<file path="src/rtl/program_loader_pkg.sv">
// Shared loader/processor definitions: default memory geometry and the
// 2-bit loader FSM state encoding.
package program_loader_pkg;

  localparam int PL_ADDR_W = 4;
  localparam int PL_DATA_W = 16;
  localparam int PL_BYTE_W = 8;

  typedef enum logic [1:0] {
    ST_IDLE = 2'd0,
    ST_HI   = 2'd1,
    ST_LO   = 2'd2,
    ST_DONE = 2'd3
  } ld_state_e;

endpackage

</file>
<file path="src/rtl/program_loader.sv">
// Byte-stream program loader: assembles big-endian byte pairs into instruction
// words and writes them to an external instruction memory while holding the CPU.
module program_loader
  import program_loader_pkg::*;
#(
  parameter int ADDR_W = PL_ADDR_W,
  parameter int DATA_W = PL_DATA_W,
  parameter int BYTE_W = PL_BYTE_W
) (
  input  logic              clk,
  input  logic              rst,
  input  logic              start,
  input  logic [ADDR_W:0]   num_words,
  input  logic              in_valid,
  input  logic [BYTE_W-1:0] in_data,
  output logic              in_ready,
  output logic              mem_we,
  output logic [ADDR_W-1:0] mem_waddr,
  output logic [DATA_W-1:0] mem_wdata,
  output logic              cpu_hold,
  output logic              busy,
  output logic              done,
  output logic              error
);

  localparam logic [ADDR_W:0] MAX_WORDS = (ADDR_W + 1)'(1 << ADDR_W);

  ld_state_e         state_q, state_d;
  logic [ADDR_W-1:0] cnt_q, cnt_d;
  logic [ADDR_W:0]   lim_q, lim_d;
  logic [BYTE_W-1:0] hi_q, hi_d;
  logic              we_q, we_d;
  logic [ADDR_W-1:0] waddr_q, waddr_d;
  logic [DATA_W-1:0] wdata_q, wdata_d;
  logic              done_q, done_d;
  logic              err_q, err_d;

  logic hs, legal, last;

  assign in_ready = (state_q == ST_HI) || (state_q == ST_LO);
  assign hs       = in_valid && in_ready;
  assign legal    = (num_words != '0) && (num_words <= MAX_WORDS);
  // Compare one bit wider so a 16-word load terminates at address 15.
  assign last     = ({1'b0, cnt_q} == (lim_q - 1'b1));

  always_comb begin
    state_d = state_q;
    cnt_d   = cnt_q;
    lim_d   = lim_q;
    hi_d    = hi_q;
    we_d    = 1'b0;
    waddr_d = waddr_q;
    wdata_d = wdata_q;
    done_d  = 1'b0;
    err_d   = 1'b0;
    case (state_q)
      ST_IDLE: begin
        if (start) begin
          if (legal) begin
            state_d = ST_HI;
            lim_d   = num_words;
            cnt_d   = '0;
          end else begin
            err_d = 1'b1;
          end
        end
      end
      ST_HI: begin
        if (hs) begin
          hi_d    = in_data;
          state_d = ST_LO;
        end
      end
      ST_LO: begin
        if (hs) begin
          we_d    = 1'b1;
          waddr_d = cnt_q;
          wdata_d = {hi_q, in_data};
          if (last) begin
            state_d = ST_DONE;
          end else begin
            cnt_d   = cnt_q + 1'b1;
            state_d = ST_HI;
          end
        end
      end
      ST_DONE: begin
        done_d  = 1'b1;
        state_d = ST_IDLE;
      end
      default: state_d = ST_IDLE;
    endcase
  end

  always_ff @(posedge clk) begin
    if (rst) begin
      state_q <= ST_IDLE;
      cnt_q   <= '0;
      lim_q   <= '0;
      hi_q    <= '0;
      we_q    <= 1'b0;
      waddr_q <= '0;
      wdata_q <= '0;
      done_q  <= 1'b0;
      err_q   <= 1'b0;
    end else begin
      state_q <= state_d;
      cnt_q   <= cnt_d;
      lim_q   <= lim_d;
      hi_q    <= hi_d;
      we_q    <= we_d;
      waddr_q <= waddr_d;
      wdata_q <= wdata_d;
      done_q  <= done_d;
      err_q   <= err_d;
    end
  end

  // DONE is also the cycle of the final write, so hold spans it.
  assign busy      = (state_q != ST_IDLE);
  assign cpu_hold  = busy;
  assign mem_we    = we_q;
  assign mem_waddr = waddr_q;
  assign mem_wdata = wdata_q;
  assign done      = done_q;
  assign error     = err_q;

endmodule

</file>
<file path="config.mk">
export PLATFORM = sky130hd
export DESIGN_NAME = program_loader
export DESIGN_NICKNAME = d
export VERILOG_FILES = /design/src/rtl/program_loader_pkg.sv /design/src/rtl/program_loader.sv
export SDC_FILE = /design/constraint.sdc
export NUM_CORES = 1
export LEC_CHECK = 0
export ABC_AREA = 1
export CAP_MARGIN = 20
export CORE_MARGIN = 2
export CORE_UTILIZATION = 52
export CTS_CLUSTER_SIZE = 14
export DETAILED_ROUTE_END_ITERATION = 8
export PLACE_DENSITY = 0.83
export RECOVER_POWER = 100
export SLEW_MARGIN = 20
export SYNTH_ARGS = -nofsm -noshare
export SYNTH_HDL_FRONTEND = slang
export SYNTH_SLANG_ARGS = --single-unit
</file>
<file path="constraint.sdc">
create_clock -name clk -period 5.1 [get_ports clk]
set_clock_uncertainty 0.2 [all_clocks]
set_input_delay 1.02 -clock clk [delete_from_list [all_inputs] [get_ports clk]]
set_output_delay 1.02 -clock clk [all_outputs]
set_load 0.03 [all_outputs]
</file>
# After elaboration in Yosys (flattened, before gate mapping)
# Index checks and enable logic that the tools add are counted.
dict set report classes {
  add_sub_neg 2
  magnitude_cmp 1
  eq_ne 9
  mux 14
  n_bitwise 3
  n_reduce_logical 14
}
# op n
set ops {}
lappend ops {{$mux 4} 4}
lappend ops {{$mux 2} 5}
lappend ops {{$ne 2x2->1 const B} 5}
lappend ops {{$pmux 2 s4} 1}
lappend ops {{$pmux 4 s2} 1}
lappend ops {{$eq 4x5->1} 1}
lappend ops {{$le 5x5->1 const B} 1}
lappend ops {{$reduce_and 5->1} 1}
lappend ops {{$reduce_bool 5->1} 1}
lappend ops {{$sub 5x1->5 const B} 1}
lappend ops {{$add 4x1->4 const B} 1}
lappend ops {{$eq 2x2->1 const B} 2}
lappend ops {{$reduce_and 2->1} 2}
lappend ops {{$reduce_and 4->1} 1}
lappend ops {{$reduce_bool 2->1} 2}
lappend ops {{$mux 1} 3}
lappend ops {{$not 1->1} 3}
lappend ops {{$reduce_and 3->1} 1}
lappend ops {{$reduce_or 3->1} 1}
lappend ops {{$eq 2x1->1 const B} 1}
lappend ops {{$logic_and 1x1->1} 2}
lappend ops {{$logic_not 2->1} 1}
lappend ops {{$reduce_or 2->1} 1}
lappend ops {{$logic_or 1x1->1} 1}
dict set report totals {
  reg_bits 42
  inputBits 17
  word_cells 52
}

# Depth between registers and ports, before layout
# Gate-level depths: netlist of run 1.
dict set report logic_depth {
  word_depth 5
  ltp_mapped 13
}

# Worst setup path before layout of run 1
# No wires, ideal clock.
dict set report synth_timing {
  path_kind {register -> output}
  from {register state_q[0]}
  to {output cpu_hold}
  t_arrival_ns 1.145
  t_required_ns 3.880
  slack_ns 2.735
  path_stages_with_launch 5
  path_cell_list {dfxtp_1 > inv_1 > ha_1 > inv_1 > buf_4}
}
dict set report synth_between {
  elab_chain_cells 1
}
# element line
set synth_rtl {}
lappend synth_rtl {{start: declaration} program_loader.sv:28} ;# ld_state_e state_q, state_d;
lappend synth_rtl {{start signal: assignment} program_loader.sv:107} ;# state_q <= state_d;
lappend synth_rtl {{$reduce_bool 2->1} program_loader.sv:120} ;# assign busy = (state_q != ST_IDLE);
lappend synth_rtl {{end: declaration} program_loader.sv:20} ;# output logic cpu_hold,
# Every way passes these cells.

# Worst setup path after layout of run 1
dict set report layout_timing {
  from {register state_q[0]}
  to {output busy}
}
dict set report layout_between {
  elab_chain_cells 1
}
# element line
set layout_rtl {}
lappend layout_rtl {{$reduce_bool 2->1} program_loader.sv:120}
lappend layout_rtl {{end: declaration} program_loader.sv:21} ;# output logic busy,
# Every way passes these cells.

==> qor.yml, run 1 <==
outcome:
  status: "finished clean"
cells_and_area:
  syn2layout_area_growth_pct: 26.1
  final_common_cell: "dfxtp_1"
  antennaDiodeCount: 0
  fill_cells: 307
  drive_gt1_frac: 0.0709
  nNetsFinal: 306
  final_cell_mix: "dfxtp_1 (42), o21ai_0 (34), nand2_1 (33), nor2_1 (33)"
synthesis:
  yosysTopAreaCell: "dfxtp_1"
  synth_top_cell_area_share: 0.462
  synth_nets: 265
  yosysSeqAreaShare: 0.462
  ys_top_cells_by_area: "dfxtp_1 (46%), o21ai_0 (8.3%), a21oi_1 (7.7%), nor2_1 (6.6%), nand2_1 (6.4%)"
  avgSynthCellArea_um2: 7.55
  ys_warn_count: 0
  synthesis.area_mm2: 0.00182
  ys_seq_elements: 42
  syn_inst: 241
  synth_cell_types: 24
setup_path:
  critPathBufInv: 3
  critPathTopFamily: "buffers and inverters"
  cp_cell_sequence: "inv_1 -> ha_1 -> inv_1 -> dlygate4sd3_1"
  crit_slowest_cell: "dlygate4sd3_1"
  worstPathArrival_ns: 1.97
  max_stage_delay_ns: 0.76
  start_kind: "flop"
  path_class: "flop to output pin"
  crit_path_max_fanout: 5
  r2r_start: "state_q[0]"
  critPathCaptureType: "output pin"
  crit_path_frequent_cell: "inv_1"
  setup.worst_path.start: "state_q[0]"
  cp.required_ns: 3.88
global_routing:
  grt_overflow_total: 0
  antenna_found_initial: 0
  grt_pass1_vias: 1430
  grt_pass1_wl_um: 6020
  grt.total_usage: 0.188
  grt_max_degree: 38
timing:
  timing.setup.tns_ns: 0
  final.min_clock_period_ns: 3.19
  max_freq_ghz: 0.313
  timing.final.ws_setup_ns: 1.91
  max_slew_margin: 0.436
  finalSetupViolations: 0
  finalHoldViolations: 0
  slew_violations: 0
  tightest_slew_ns: 0.845
  rsz0062_at_grt: "no"
  min_period_over_period: 0.626
cts:
  clockRootBuffer: "clkbuf_4"
  cts-resized-gates: 0
  cts_setup_buffers: 0
  ctsHoldBuffers: 0
  cts_max_path_buffers: 2
  htree_num_levels: 2
  cts_tree: "done"
  insertion_delay_ns: 0.35
  cts_num_sinks: 42
  cts_inserted_buffers: 5
  cts.clk_slew.worst_paths_ns: 0.11
detailed_routing:
  drcViolationCount: 0
  vias: 1613
  wl_per_cell_um: 10.7
  detail_route.first_pass.iterations: 4
  via_per_inst: 4.92
  wirelength_um: 3520
  drtIter0Drc: 70
  ant_nets: 0
placed_design:
  gp_congestion: 0.803
  hpwlAfterDp_um: 2590
  pre_cts_ws_ns: 2.25
  io_buffer_count: 42
floorplan:
  initial_core_util: 0.545
  pin_count: 43
  die_y_um: 63.2
  rows: 21
  core_area_mm2: 0.00334
  fp.dieW_um: 63.2
  dieArea_mm2: 0.00399
power_and_ir_drop:
  total_leakage_power_nw: 1.03
  ir_drop_uv: 199
  powerDensity_mw_per_mm2: 403
job:
  maxCapViolCount: 0
worst_hold_path:
  hold_path_class: "flop to flop"
  min-delay-start: "hi_q[6]"
==> metal layers <==
layer | GRT usage | vias to the layer above | wire [µm]
met5 | 0 | - | 0
met4 | 0.0750 | 0 | 55
met3 | 0.0482 | 6 | 189
met2 | 0.340 | 42 | 1740
met1 | 0.209 | 714 | 1530
li1 | - | 851 | -
==> logic make-up (layout without fill, tap and decap cells) <==
kind of cell,after synthesis,after routing,synth area share
AOI/OAI and AO/OA,65,65,0.181
xor gates and xnor gates,2,2,0.00963
buffers and inverters,39,80,0.0853
DFF,42,42,0.462
adders and majority gates,7,7,0.0481
and+or+nand+nor,86,86,0.214
==> report_power, final <==
group	switching, W	internal (W)	leakage, nW
logic	0.000232	0.000135	0.670
registers	0.0000299	0.000374	0.341
clock network	0.000102	0.0000516	0.0243
total	0.000364	0.000560	1.03
==> worst min-delay path: stages (launching register included) <==
cell and delay [ns]:
dfxtp_1 0.32, inv_1 0.06, a21oi_1 0.05
==> path summary, 6_finish.rpt <==
check,depth (start not counted),slack (ns),end
hold reg to reg,2,0.26,hi_q[6]
setup reg to reg,6,3.18,mem_wdata[12]
hold / removal,2,0.26,hi_q[6]
setup / recovery,4,1.91,busy
==> synth_stat cells (all sizes together) <==
| library cell | count |
|---|---|
| nand4 | 1 |
| clkbuf | 3 |
| nand2 | 37 |
| xor2 | 1 |
| a21oi | 29 |
| o21ai | 36 |
| nand3 | 9 |
| nor3 | 2 |
| xnor2 | 1 |
| inv | 30 |
| dfxtp | 42 |
| or2 | 1 |
| buf | 5 |
| ha | 7 |
| clkinv | 1 |
| nor2 | 36 |
==> per-stage QoR <==
stage               power, W  area (µm²)  std cells  hold WS, ns   util
floorplan           0.000691        1820        241        0.230      -
global placement    0.000793        2260        321        0.243  0.677
detailed placement  0.000803        2260        321        0.245  0.677
CTS                 0.000955        2310        328        0.262  0.691
global route        0.000992        2290        328        0.283  0.688
finish              0.000924        2290        328        0.264  0.688
==> final cells by class <==
| cell class | count | area (µm²) | share of cell area |
|---|---|---|---|
| flip-flops and latches | 42 | 841 | 0.366 |
| multi-input cells | 160 | 811 | 0.353 |
| repair buffers | 42 | 420 | 0.183 |
| inverters | 31 | 116 | 0.0507 |
| well taps | 46 | 57.6 | 0.0251 |
| clock buffers | 6 | 41.3 | 0.0180 |
| clock inverters | 1 | 7.51 | 0.00327 |
==> sequential cells by signal (all words and copies together) (netlist names) <==
signal and count:
cnt_q 4, mem_waddr 4, done 1, error 1, lim_q 5, state_q 2, mem_we 1, hi_q 8
mem_wdata 16
Power figures use the tool's default switching activity.
==> run 2, diff against run 1 <==
--- a/config.mk
+++ b/config.mk
@@ -8,10 +8,10 @@
 export ABC_AREA = 1
 export CAP_MARGIN = 20
 export CORE_MARGIN = 2
-export CORE_UTILIZATION = 52
+export CORE_UTILIZATION = 49
 export CTS_CLUSTER_SIZE = 14
 export DETAILED_ROUTE_END_ITERATION = 8
-export PLACE_DENSITY = 0.83
+export PLACE_DENSITY = 0.79
 export RECOVER_POWER = 100
 export SLEW_MARGIN = 20
 export SYNTH_ARGS = -nofsm -noshare
==> constraint.sdc (replaced) <==
create_clock -name clk -period 3.3 [get_ports clk]
set_clock_uncertainty 0.2 [all_clocks]
set_input_delay 0.66 -clock clk [delete_from_list [all_inputs] [get_ports clk]]
set_output_delay 0.66 -clock clk [all_outputs]
set_load 0.03 [all_outputs]
==> run 2 against run 1 <==
Against the previous run: cell count is 1.2% higher; combinational power is 52% higher; critical path depth stayed put; largest cell class unchanged; largest power group unchanged.
==> qor.yml, run 2 (synthesis gave the netlist of run 1 again) <==
power_and_ir_drop:
  total_leakage_power_nw: 1.06
  power_w: 0.00152
  ir_drop_uv: 384
  powerDensity_mw_per_mm2: 652
global_routing:
  grt_pass1_vias: 1455
  grt_max_degree: 38
  antenna_found_initial: 0
  grt_pass1_wl_um: 6250
  grt_overflow_total: 0
  grt.total_usage: 0.191
cells_and_area:
  drive_gt1_frac: 0.0634
  nNetsFinal: 307
  final_cell_mix: "dfxtp_1 (42), nand2_1 (36), o21ai_0 (34)"
  fill_cells: 340
  multi_input_area_um2: 793
  largest_reg_flops: 16
  antennaDiodeCount: 0
  syn2layout_area_growth_pct: 28.1
  final_core_util: 0.646
  seq_area_um2: 841
  final_common_cell: "dfxtp_1"
worst_hold_path:
  min-delay-start: "hi_q[3]"
  hold_path_class: "flop to flop"
detailed_routing:
  detail_route.first_pass.iterations: 4
  drtIter0Drc: 83
  via_per_inst: 4.83
  ant_nets: 0
  wirelength_um: 3620
  wl_per_cell_um: 10.9
  drcViolationCount: 0
  vias: 1602
timing:
  holdWs_ns: 0.253
  finalHoldViolations: 0
  tightest_slew_ns: 0.819
  max_freq_ghz: 0.361
  min_period_over_period: 0.839
  finalSetupViolations: 0
  max_slew_margin: 0.453
  final.min_clock_period_ns: 2.77
  rsz0062_at_grt: "no"
  timing.setup.tns_ns: 0
  slew_violations: 0
setup_path:
  cp_cell_sequence: "inv_1 -> ha_1 -> inv_1 -> dlygate4sd3_1"
  crit_path_frequent_cell: "inv_1"
  r2r_start: "state_q[0]"
  start_kind: "flop"
  worstPathArrival_ns: 1.91
  cp.required_ns: 2.44
  setup.worst_path.start: "state_q[0]"
  critPathCaptureType: "output pin"
  path_class: "flop to output pin"
  crit_slowest_cell: "dlygate4sd3_1"
  crit_path_max_fanout: 5
  max_stage_delay_ns: 0.75
floorplan:
  core_area_mm2: 0.00361
  rows: 22
  dieArea_mm2: 0.00422
  initial_core_util: 0.505
  pin_count: 43
  fp.dieW_um: 64.9
  die_y_um: 64.9
cts:
  cts.clk_slew.worst_paths_ns: 0.07
  cts_setup_buffers: 0
  insertion_delay_ns: 0.30
  cts-resized-gates: 0
  cts_max_path_buffers: 2
  ctsHoldBuffers: 0
  clockRootBuffer: "clkbuf_8"
  htree_num_levels: 2
  cts_inserted_buffers: 5
  cts_num_sinks: 42
  cts_tree: "done"
job:
  maxCapViolCount: 0
placed_design:
  hpwlAfterDp_um: 2580
  io_buffer_count: 42
  gp_congestion: 0.806
outcome:
  status: "finished clean"
==> run 2: worst paths after layout <==
kind / end / slack [ns] / cells past startpoint
setup / recovery: cpu_hold / 0.53 / 4
hold / removal: mem_wdata[11] / 0.25 / 2
setup reg to reg: mem_wdata[13] / 1.00 / 6
hold reg to reg: mem_wdata[11] / 0.25 / 2
==> run 2: per-stage QoR <==
| stage | setup WS [ns] | area, µm² | instances |
|---|---|---|---|
| 6_report | 0.531 | 2330 | 332 |
| 5_1_grt | 0.440 | 2330 | 332 |
| 4_1_cts | 0.574 | 2360 | 332 |
| 3_5_place_dp | 0.900 | 2270 | 324 |
| 3_3_place_gp | 0.972 | 2270 | 324 |
| 2_1_floorplan | 1.29 | 1820 | 241 |
==> run 2: routing by layer <==
metal | GRT usage | up-vias | part of all wire
met2 | 0.338 | 36 | 0.47
met3 | 0.0590 | 6 | 0.067
met5 | 0 | - | 0
met4 | 0.0718 | 0 | 0.017
met1 | 0.214 | 708 | 0.45
li1 | - | 852 | -
==> run 2: area by class of cell <==
class                           instances  share of cell area
Tap cell                               48              0.0258
Inverter                               31              0.0499
Clock inverter                          1             0.00215
Timing Repair Buffer                   43               0.184
Clock buffer                            7              0.0371
Multi-Input combinational cell        160               0.340
Sequential cell                        42               0.361
==> run 2: power breakdown <==
part	internal, W	switching (W)
clock	0.000169	0.000170
sequential	0.000578	0.0000451
combinational	0.000203	0.000353
total	0.000950	0.000569
==> run 2: critical path: cells and delay by family, from the launching register on <==
kind       cells  cell delay (ns)
buf+inv        3             0.97
fa+ha+maj      1             0.24
flops          1             0.40
==> run 3, diff against run 2 <==
==> constraint.sdc (replaced) <==
create_clock -name clk -period 2.7 [get_ports clk]
set_clock_uncertainty 0.2 [all_clocks]
set_input_delay 0.54 -clock clk [delete_from_list [all_inputs] [get_ports clk]]
set_output_delay 0.54 -clock clk [all_outputs]
set_load 0.03 [all_outputs]
==> run 3 against run 2 <==
Against the previous run: clock-buffer cell count unchanged; via count up 0.37%; register-to-register slack worse by 0.61 ns; cell count unchanged; clock power up 20%; sequential cell count unchanged; sequential power up 22%; largest cell class unchanged; highest routed layer unchanged.
==> qor.yml, run 3 (synthesis gave the netlist of run 1 again) <==
timing:
  max_slew_margin: 0.453
  min_period_over_period: 0.963
  finalHoldViolations: 0
  rsz0062_at_grt: "no"
  final.min_clock_period_ns: 2.60
  timing.setup.tns_ns: 0
  tightest_slew_ns: 0.819
  finalSetupViolations: 0
  max_freq_ghz: 0.384
  slew_violations: 0
detailed_routing:
  vias: 1608
  dr_wl_met3_um: 250
  wl_per_cell_um: 10.5
  wirelength_um: 3480
  drcViolationCount: 0
  detail_route.first_pass.iterations: 4
  met1_length_um: 1580
  via_per_inst: 4.84
  drtIter0Drc: 82
  route.met2.wl_um: 1620
  top_layer: "met4"
  ant_nets: 0
floorplan:
  initial_core_util: 0.505
  die_y_um: 64.9
  pin_count: 43
  dieArea_mm2: 0.00422
  fp.dieW_um: 64.9
  core_area_mm2: 0.00361
  rows: 22
cells_and_area:
  antennaDiodeCount: 0
  nNetsFinal: 307
  final_cell_mix: "dfxtp_1 (42), nand2_1 (35), o21ai_0 (34)"
  seq_area_um2: 841
  largest_reg_flops: 16
  drive_gt1_frac: 0.0599
  fill_cells: 330
  final_area_mm2: 0.00234
  multi_input_area_um2: 802
  final_common_cell: "dfxtp_1"
  syn2layout_area_growth_pct: 28.5
cts:
  cts_num_sinks: 42
  cts-resized-gates: 0
  cts_setup_buffers: 0
  insertion_delay_ns: 0.29
  htree_num_levels: 2
  cts_max_path_buffers: 2
  ctsHoldBuffers: 0
  cts_inserted_buffers: 5
  cts.clk_slew.worst_paths_ns: 0.08
  clockRootBuffer: "clkbuf_8"
  cts_tree: "done"
placed_design:
  gp_congestion: 0.837
  placed_cell_area_mm2: 0.00227
  io_buffer_count: 42
  hpwlAfterDp_um: 2510
global_routing:
  grt_pass1_vias: 1448
  grt_max_degree: 38
  grt.total_usage: 0.188
  antenna_found_initial: 0
  grt_overflow_total: 0
  grt_pass1_wl_um: 6150
setup_path:
  cp_cell_sequence: "inv_1 -> ha_1 -> dlygate4sd3_1"
  crit_path_max_fanout: 5
  critPathCaptureType: "output pin"
  cp.required_ns: 1.96
  crit_slowest_cell: "dlygate4sd3_1"
  max_stage_delay_ns: 0.74
  r2r_cells: 6
  worstPathArrival_ns: 1.86
  start_kind: "flop"
  path_class: "flop to output pin"
power_and_ir_drop:
  power_w: 0.00187
  powerDensity_mw_per_mm2: 798
  total_leakage_power_nw: 1.06
  ir_drop_uv: 405
worst_hold_path:
  min_path_cells: 2
  hold_path_class: "flop to flop"
outcome:
  status: "finished clean"
job:
  maxCapViolCount: 0
==> run 3: worst max-delay path, delay by kind of cell, from the launching register on <==
kind / cells / cell delay (ns)
buffers and inverters: 2 / 0.84
DFF: 1 / 0.40
adders and majority gates: 1 / 0.32
==> run 3: worst paths after layout <==
kind / from / endpoint / slack (ns)
setup / recovery: state_q[0] / in_ready / 0.1
hold / removal: hi_q[7] / hi_q[7] / 0.26
setup reg to reg: state_q[0] / mem_wdata[9] / 0.39
hold reg to reg: hi_q[7] / hi_q[7] / 0.26
==> run 3: stage by stage <==
step	hold slack, ns	util	worst slack [ns]	instances
2_1_floorplan	0.230	-	0.815	241
3_3_place_gp	0.242	0.629	0.491	324
3_5_place_dp	0.247	0.629	0.406	324
4_1_cts	0.258	0.654	0.0793	332
5_1_grt	0.275	0.649	0.0202	332
6_report	0.257	0.649	0.0987	332
==> run 3: power by group <==
part	switching [W]	internal, W
clock	0.000201	0.000206
sequential	0.0000536	0.000706
combinational	0.000438	0.000262
==> run 3: final cells by class <==
class / count / area share
sequential: 42 / 0.360
multi-input combinational: 160 / 0.343
timing repair buffer: 43 / 0.183
inverter: 31 / 0.0498
clock buffer: 7 / 0.0369
tap: 48 / 0.0257
clock inverter: 1 / 0.00214
==> run 3: routing by layer <==
layer | up-vias | GRT usage
li1 | 856 | -
met1 | 710 | 0.223
met2 | 40 | 0.311
met3 | 2 | 0.0573
met4 | 0 | 0.0878
met5 | - | 0
